File: config.mk
export PLATFORM = sky130hd
export DESIGN_NAME = elf_dma_loader_flat
export DESIGN_NICKNAME = d
export VERILOG_FILES = /design/src/rtl/elf_pkg.sv /design/src/rtl/elf_dma_loader_if.sv /design/src/rtl/elf_debounce.sv /design/src/rtl/elf_dma_loader.sv /design/src/flat_wrapper.sv
export SDC_FILE = /design/constraint.sdc
export NUM_CORES = 1
export LEC_CHECK = 0
export CAP_MARGIN = 10
export CORE_MARGIN = 10
export CORE_UTILIZATION = 54
export CTS_BUF_LIST = sky130_fd_sc_hd__clkbuf_16
export CTS_CLUSTER_SIZE = 8
export DETAILED_ROUTE_END_ITERATION = 12
export PLACE_DENSITY_LB_ADDON = 0.1
export SYNTH_ARGS = -nofsm -noshare
export SYNTH_HDL_FRONTEND = slang
export SYNTH_SLANG_ARGS = --single-unit
File: constraint.sdc
create_clock -name clk -period 5.9 [get_ports clk]
set_clock_uncertainty 0.2 [all_clocks]
set_input_delay 0.885 -clock clk [delete_from_list [all_inputs] [get_ports clk]]
set_output_delay 0.885 -clock clk [all_outputs]
set_load 0.1 [all_outputs]
File: src/rtl/elf_pkg.sv
// Shared definitions for the ELF front-panel DMA loader.
// Holds the CPU state-code constants and the loader FSM state type.
package elf_pkg;

  localparam logic [1:0] SC_FETCH   = 2'b00;
  localparam logic [1:0] SC_EXECUTE = 2'b01;
  localparam logic [1:0] SC_DMA     = 2'b10;
  localparam logic [1:0] SC_INT     = 2'b11;

  typedef enum logic [1:0] {
    ST_IDLE,
    ST_REQ,
    ST_XFER,
    ST_RELEASE
  } state_t;

endpackage

File: src/rtl/elf_dma_loader_if.sv
// CPU-side DMA bus between the loader (master) and the CPU (slave).
interface elf_dma_loader_if;
  import elf_pkg::*;

  logic [1:0] sc;
  logic       mem_write;
  logic       dma_in_req;
  logic [7:0] data_out;
  logic       data_oe;

  modport master (
    input  sc,
    input  mem_write,
    output dma_in_req,
    output data_out,
    output data_oe
  );

  modport slave (
    output sc,
    output mem_write,
    input  dma_in_req,
    input  data_out,
    input  data_oe
  );

endinterface

File: src/rtl/elf_debounce.sv
// Two-flop synchronizer plus tick-qualified debouncer for the IN button.
// rise is a single-tick pulse on the accepted 0->1 level change.
module elf_debounce #(
  parameter int unsigned DEBOUNCE_CYCLES = 16
) (
  input  logic clk,
  input  logic reset,
  input  logic clk_enable,
  input  logic in_btn,
  output logic level,
  output logic rise
);

  logic       sync1, sync2;
  logic [7:0] cnt;
  logic       accept;

  // Synchronizer runs every clock, independent of clk_enable.
  always_ff @(posedge clk or posedge reset) begin
    if (reset) begin
      sync1 <= 1'b0;
      sync2 <= 1'b0;
    end else begin
      sync1 <= in_btn;
      sync2 <= sync1;
    end
  end

  // Accept on the DEBOUNCE_CYCLES-th consecutive tick that disagrees with level.
  assign accept = clk_enable && (sync2 != level) && (cnt == 8'(DEBOUNCE_CYCLES - 1));
  assign rise   = accept && sync2;

  always_ff @(posedge clk or posedge reset) begin
    if (reset) begin
      cnt   <= '0;
      level <= 1'b0;
    end else if (clk_enable) begin
      if (sync2 == level) begin
        cnt <= '0;
      end else if (accept) begin
        cnt   <= '0;
        level <= sync2;
      end else begin
        cnt <= cnt + 8'd1;
      end
    end
  end

endmodule

File: src/rtl/elf_dma_loader.sv
// Front-panel LOAD-mode DMA loader: one debounced IN press deposits the
// toggle-switch byte into memory through one CPU DMA-in cycle.
module elf_dma_loader
  import elf_pkg::*;
#(
  parameter int unsigned DEBOUNCE_CYCLES = 16
) (
  input  logic                    clk,
  input  logic                    reset,
  input  logic                    clk_enable,
  input  logic                    load_mode,
  input  logic                    in_btn,
  input  logic [7:0]              sw_data,
  elf_dma_loader_if.master        bus,
  output logic [15:0]             addr_shadow,
  output logic                    busy,
  output logic                    overrun
);

  state_t      state, state_nx;
  logic        btn_level, trigger;
  logic        load_prev, load_rise;
  logic        load_data, inc_addr;
  logic [7:0]  data_q;
  logic [15:0] addr_q;

  elf_debounce #(.DEBOUNCE_CYCLES(DEBOUNCE_CYCLES)) u_debounce (
    .clk        (clk),
    .reset      (reset),
    .clk_enable (clk_enable),
    .in_btn     (in_btn),
    .level      (btn_level),
    .rise       (trigger)
  );

  assign load_rise = clk_enable && load_mode && !load_prev;

  always_ff @(posedge clk or posedge reset) begin
    if (reset) state <= ST_IDLE;
    else       state <= state_nx;
  end

  always_comb begin
    state_nx  = state;
    load_data = 1'b0;
    inc_addr  = 1'b0;
    if (clk_enable) begin
      if (!load_mode) begin
        state_nx = ST_IDLE;
      end else begin
        unique case (state)
          ST_IDLE: begin
            if (trigger) begin
              state_nx  = ST_REQ;
              load_data = 1'b1;
            end
          end
          ST_REQ: begin
            if (bus.sc == SC_DMA) state_nx = ST_XFER;
          end
          ST_XFER: begin
            if (bus.sc != SC_DMA) begin
              state_nx = ST_RELEASE;
            end else if (bus.mem_write) begin
              state_nx = ST_RELEASE;
              inc_addr = 1'b1;
            end
          end
          ST_RELEASE: begin
            if (!btn_level) state_nx = ST_IDLE;
          end
          default: state_nx = ST_IDLE;
        endcase
      end
    end
  end

  // load_prev only samples on ticks, so a load_rise always finds the FSM idle.
  always_ff @(posedge clk or posedge reset) begin
    if (reset) begin
      load_prev <= 1'b0;
      data_q    <= '0;
      addr_q    <= '0;
      overrun   <= 1'b0;
    end else begin
      if (clk_enable) load_prev <= load_mode;
      if (load_data)  data_q    <= sw_data;
      if (load_rise)     addr_q <= '0;
      else if (inc_addr) addr_q <= addr_q + 16'd1;
      if (load_rise)                          overrun <= 1'b0;
      else if (trigger && state != ST_IDLE)   overrun <= 1'b1;
    end
  end

  assign bus.dma_in_req = (state == ST_REQ) && load_mode;
  assign bus.data_oe    = (state == ST_XFER) && (bus.sc == SC_DMA) && load_mode;
  assign bus.data_out   = data_q;
  assign addr_shadow    = addr_q;
  assign busy           = (state != ST_IDLE);

endmodule
File: src/flat_wrapper.sv
// flat-port wrapper written by rule: the top's interface ports become plain ports
module elf_dma_loader_flat import elf_pkg::*;
#(
  parameter int unsigned DEBOUNCE_CYCLES = 16
)
  (clk, reset, clk_enable, load_mode, in_btn, sw_data, addr_shadow, busy, overrun, bus_sc, bus_mem_write, bus_dma_in_req, bus_data_out, bus_data_oe);
  elf_dma_loader_if bus_i ();
  input  logic clk;
  input  logic reset;
  input  logic clk_enable;
  input  logic load_mode;
  input  logic in_btn;
  input  logic [7:0] sw_data;
  output logic [15:0] addr_shadow;
  output logic busy;
  output logic overrun;
  input wire logic [$bits(bus_i.sc)-1:0] bus_sc;
  input wire logic [$bits(bus_i.mem_write)-1:0] bus_mem_write;
  output wire logic [$bits(bus_i.dma_in_req)-1:0] bus_dma_in_req;
  output wire logic [$bits(bus_i.data_out)-1:0] bus_data_out;
  output wire logic [$bits(bus_i.data_oe)-1:0] bus_data_oe;
  assign bus_i.sc = bus_sc;
  assign bus_i.mem_write = bus_mem_write;
  assign bus_dma_in_req = bus_i.dma_in_req;
  assign bus_data_out = bus_i.data_out;
  assign bus_data_oe = bus_i.data_oe;
  elf_dma_loader #(.DEBOUNCE_CYCLES(DEBOUNCE_CYCLES)) u_core (.clk(clk), .reset(reset), .clk_enable(clk_enable), .load_mode(load_mode), .in_btn(in_btn), .sw_data(sw_data), .bus(bus_i), .addr_shadow(addr_shadow), .busy(busy), .overrun(overrun));
endmodule
==> summary.txt <==
Logic synthesis
  • Post-synth cell types: 45
  • Largest area contributor in the netlist: dfrtp_1
  • Seq/Total Area, Yosys: 0.4774
  • Ys flop type: dfrtp_1
  • Syn_nets: 223
  • Synth area leaders: dfrtp_1 (48%), mux2_2 (5.5%), ha_1 (4.3%)
  • Synthesized cell area: 2044 µm²
  • Ys Warns: 0
  • Mean area per synthesized cell: 10.22 µm²
  • Asr flop ratio synth: 1.000
  • Yosys reg bits: 39
  • Post-synth top area share: 0.4774
  • Cells after synthesis: 200
  • Post-synth EDFFs: 0

Setup path
  • Crit-path max FO: 7
  • Kind of end point of the critical path: primary output
  • Critical path launch point type: input pin
  • Worst Path Required: 4.82 ns
  • Worst setup path category: input pin to primary output
  • WP data arrival: 2.91 ns
  • R2R Setup Slk: 3.55 ns

CTS
  • Post_cts resized: 0
  • Htree depth: 2
  • Clock root buffer: clkbuf_16
  • Latest clock arrival within the worst-skew pair: 0.28 ns
  • CTS tree: done
  • Hold Buf Count CTS: 0
  • Clock-pin slew on the worst setup and hold paths: 0.05 ns
  • Max Root-Sink Buffers: 2
  • Setup Fix Bufs, Post-CTS: 0
  • Num CTS Buffers: 5
  • Clock sink total: 39

GRT
  • Largest net degree at the start of global routing: 40
  • Tot GR Track Use: 0.1493
  • Total gr overflow: 0
  • Vias in the first global route: 1707
  • Global-route wire length before repair: 7886 µm
  • Initial antenna violation count: 0

Power
  • PD cells: 261.6 nW/µm²
  • VDD IR max: 0.2619 mV
  • Pleak: 1.161 nW

Die
  • Die X-Extent: 81.53 µm
  • Die span in y: 81.53 µm
  • DIE AREA: 6647 µm²
  • Initial core utilization: 0.5584
  • Core ar.: 3661 µm²
  • Core Rows: 22
  • Num ports: 44

Detailed routing
  • Pre-Repair DR Iteration Count: 4
  • DRT iter0 DRCs: 140
  • DRC errors left: 0
  • Post-Route WL: 4718 µm
  • Avg WL per Cell: 15.99 µm
  • Via-to-Cell Ratio: 5.817
  • Detail Route Antenna Nets: 0
  • Via Count: 1716

Placement
  • IO buf count: 43
  • Global placement routability congestion: 0.8328
  • DP Area: 2517 µm²
  • Pre-CTS setup slack: 1.897 ns
  • Dpl hpwl: 3438 µm
  • Placed cells: 287

Hold path
  • Worst Hold Class: flip-flop to flip-flop

Cells and area
  • Fraction of layout cells with a size suffix above 1: 0.08502
  • N_diodes: 0
  • Fillers: 262
  • Layout area overhead: 29.80%
  • Post-route insts no fill: 295
  • Finished Cell Area: 2654 µm²
  • Nets@finish: 269

Timing
  • Tcrit/Tclk final: 0.6770
  • Final Hold Fails: 0
  • Setup TNS: 0 ns
  • Max frequency: 250.4 MHz
  • Relative slew slack: 0.3405
  • Fin crit period: 3.994 ns
  • Final setup violation count: 0
  • PnR worst setup slack: 1.906 ns
  • Worst-Margin Slew: 0.9862 ns
  • Hold WS: 0.1557 ns
  • Fin. max-slew vios: 0
  • RSZ-0062 raised after global routing: no

Run
  • Max cap viols: 0

Run status
  • Status: complete, no violations
-- layout make-up --
| cell class | count | area, µm² | area share |
|---|---|---|---|
| Clock inverter | 3 | 11.26 | 0.004243 |
| Tap cell | 48 | 60.06 | 0.02263 |
| Inverter | 11 | 41.29 | 0.01556 |
| Multi-Input combinational cell | 145 | 1002 | 0.3777 |
| Clock buffer | 5 | 125.1 | 0.04715 |
| Sequential cell | 39 | 975.9 | 0.3678 |
| Timing Repair Buffer | 44 | 437.9 | 0.1650 |
-- kinds of logic (layout without fill, tap and decap cells) --
kind of cell	count (synthesis)	after routing	synth area share
AOI/OAI and AO/OA	37	37	0.1132
xor gates and xnor gates	11	11	0.04713
DFF	39	39	0.4774
and+or+nand+nor	79	79	0.2270
buffers and inverters	16	63	0.03243
muxes	11	11	0.05998
adders and majority gates	7	7	0.04284
-- placed cells by master, fill, tap and decap left out, types with 3 or more instances in the layout --
cell type and n:
nor3_1 4, inv_1 12, mux2_2 10, nand2b_1 3, nand4b_1 4, o21ai_0 12, nor4_1 4, clkbuf_16 5
dfrtp_1 39, nand2_1 12, clkdlybuf4s50_1 43, or3_1 3, ha_1 7, or4_1 4, o31ai_1 4, a21oi_1 9
nor2_1 13, xnor2_1 9, nand4_1 3, nand3_1 9, and3_1 5
-- flip-flops by register name, indices dropped and copies added, names as in the netlist --
signal and cells:
u_core.load_prev 1, u_core.state 2, u_core.u_debounce.level 1, u_core.u_debounce.sync2 1
u_core.u_debounce.sync1 1, u_core.addr_shadow 16, u_core.overrun 1, u_core.bus.data_out 8
u_core.u_debounce.cnt 8
-- critical path, stage by stage --
cell and delay [ns]:
clkdlybuf4s50_1 0.45, nand3b_1 0.29, nor2_1 0.14, clkdlybuf4s50_1 1.15
-- metal layers --
metal | track usage | vias up | wire [µm]
li1 | - | 832 | -
met3 | 0.05459 | 9 | 357
met1 | 0.1614 | 832 | 1858
met5 | 0 | - | 0
met2 | 0.2591 | 43 | 2422
met4 | 0.06055 | 0 | 79
-- worst paths after layout --
kind / from / depth (start not counted) / endpoint
setup / recovery: bus_sc[0] / 4 / bus_data_oe
hold / removal: u_core.u_debounce.sync1 / 0 / u_core.u_debounce.sync2
setup reg to reg: u_core.state[0] / 6 / u_core.addr_shadow[9]
hold reg to reg: u_core.u_debounce.sync1 / 0 / u_core.u_debounce.sync2
max in group asynchronous: reset / 3 / u_core.u_debounce.cnt[3]
min in group asynchronous: reset / 3 / u_core.bus.data_out[7]
-- cells in the mapped netlist (2+ instances only) --
library cell,instances
nand4_1,3
nor3_1,4
inv_1,11
and3_1,5
dfrtp_1,39
xor2_1,2
nor2_1,13
mux2_2,10
buf_2,2
and2_1,2
xnor2_1,9
nand2_1,12
a21oi_1,9
or4_1,4
nand4b_1,4
o221ai_1,2
nand4_2,2
ha_1,7
o21ai_0,12
and3b_1,2
nor2b_1,2
or3_1,3
nand3_1,9
nor4_1,4
o31ai_1,4
nand3b_1,2
nand2b_1,3
a21o_1,2
-- power by group --
part | switching, W | total, W | internal [W]
Clock | 0.0000983 | 0.000250 | 0.000152
Sequential | 0.00000954 | 0.000287 | 0.000278
Combinational | 0.000110 | 0.000157 | 0.0000471
-- metrics by stage --
step / power [W] / utilization
after global placement: 0.0004403 / 0.6876
after floorplan: 0.0004039 / -
after global routing: 0.0007272 / 0.7249
after CTS: 0.0006995 / 0.7249
after detailed placement: 0.0004483 / 0.6876
final: 0.0006941 / 0.7249
(Power assumes the default switching activity.)
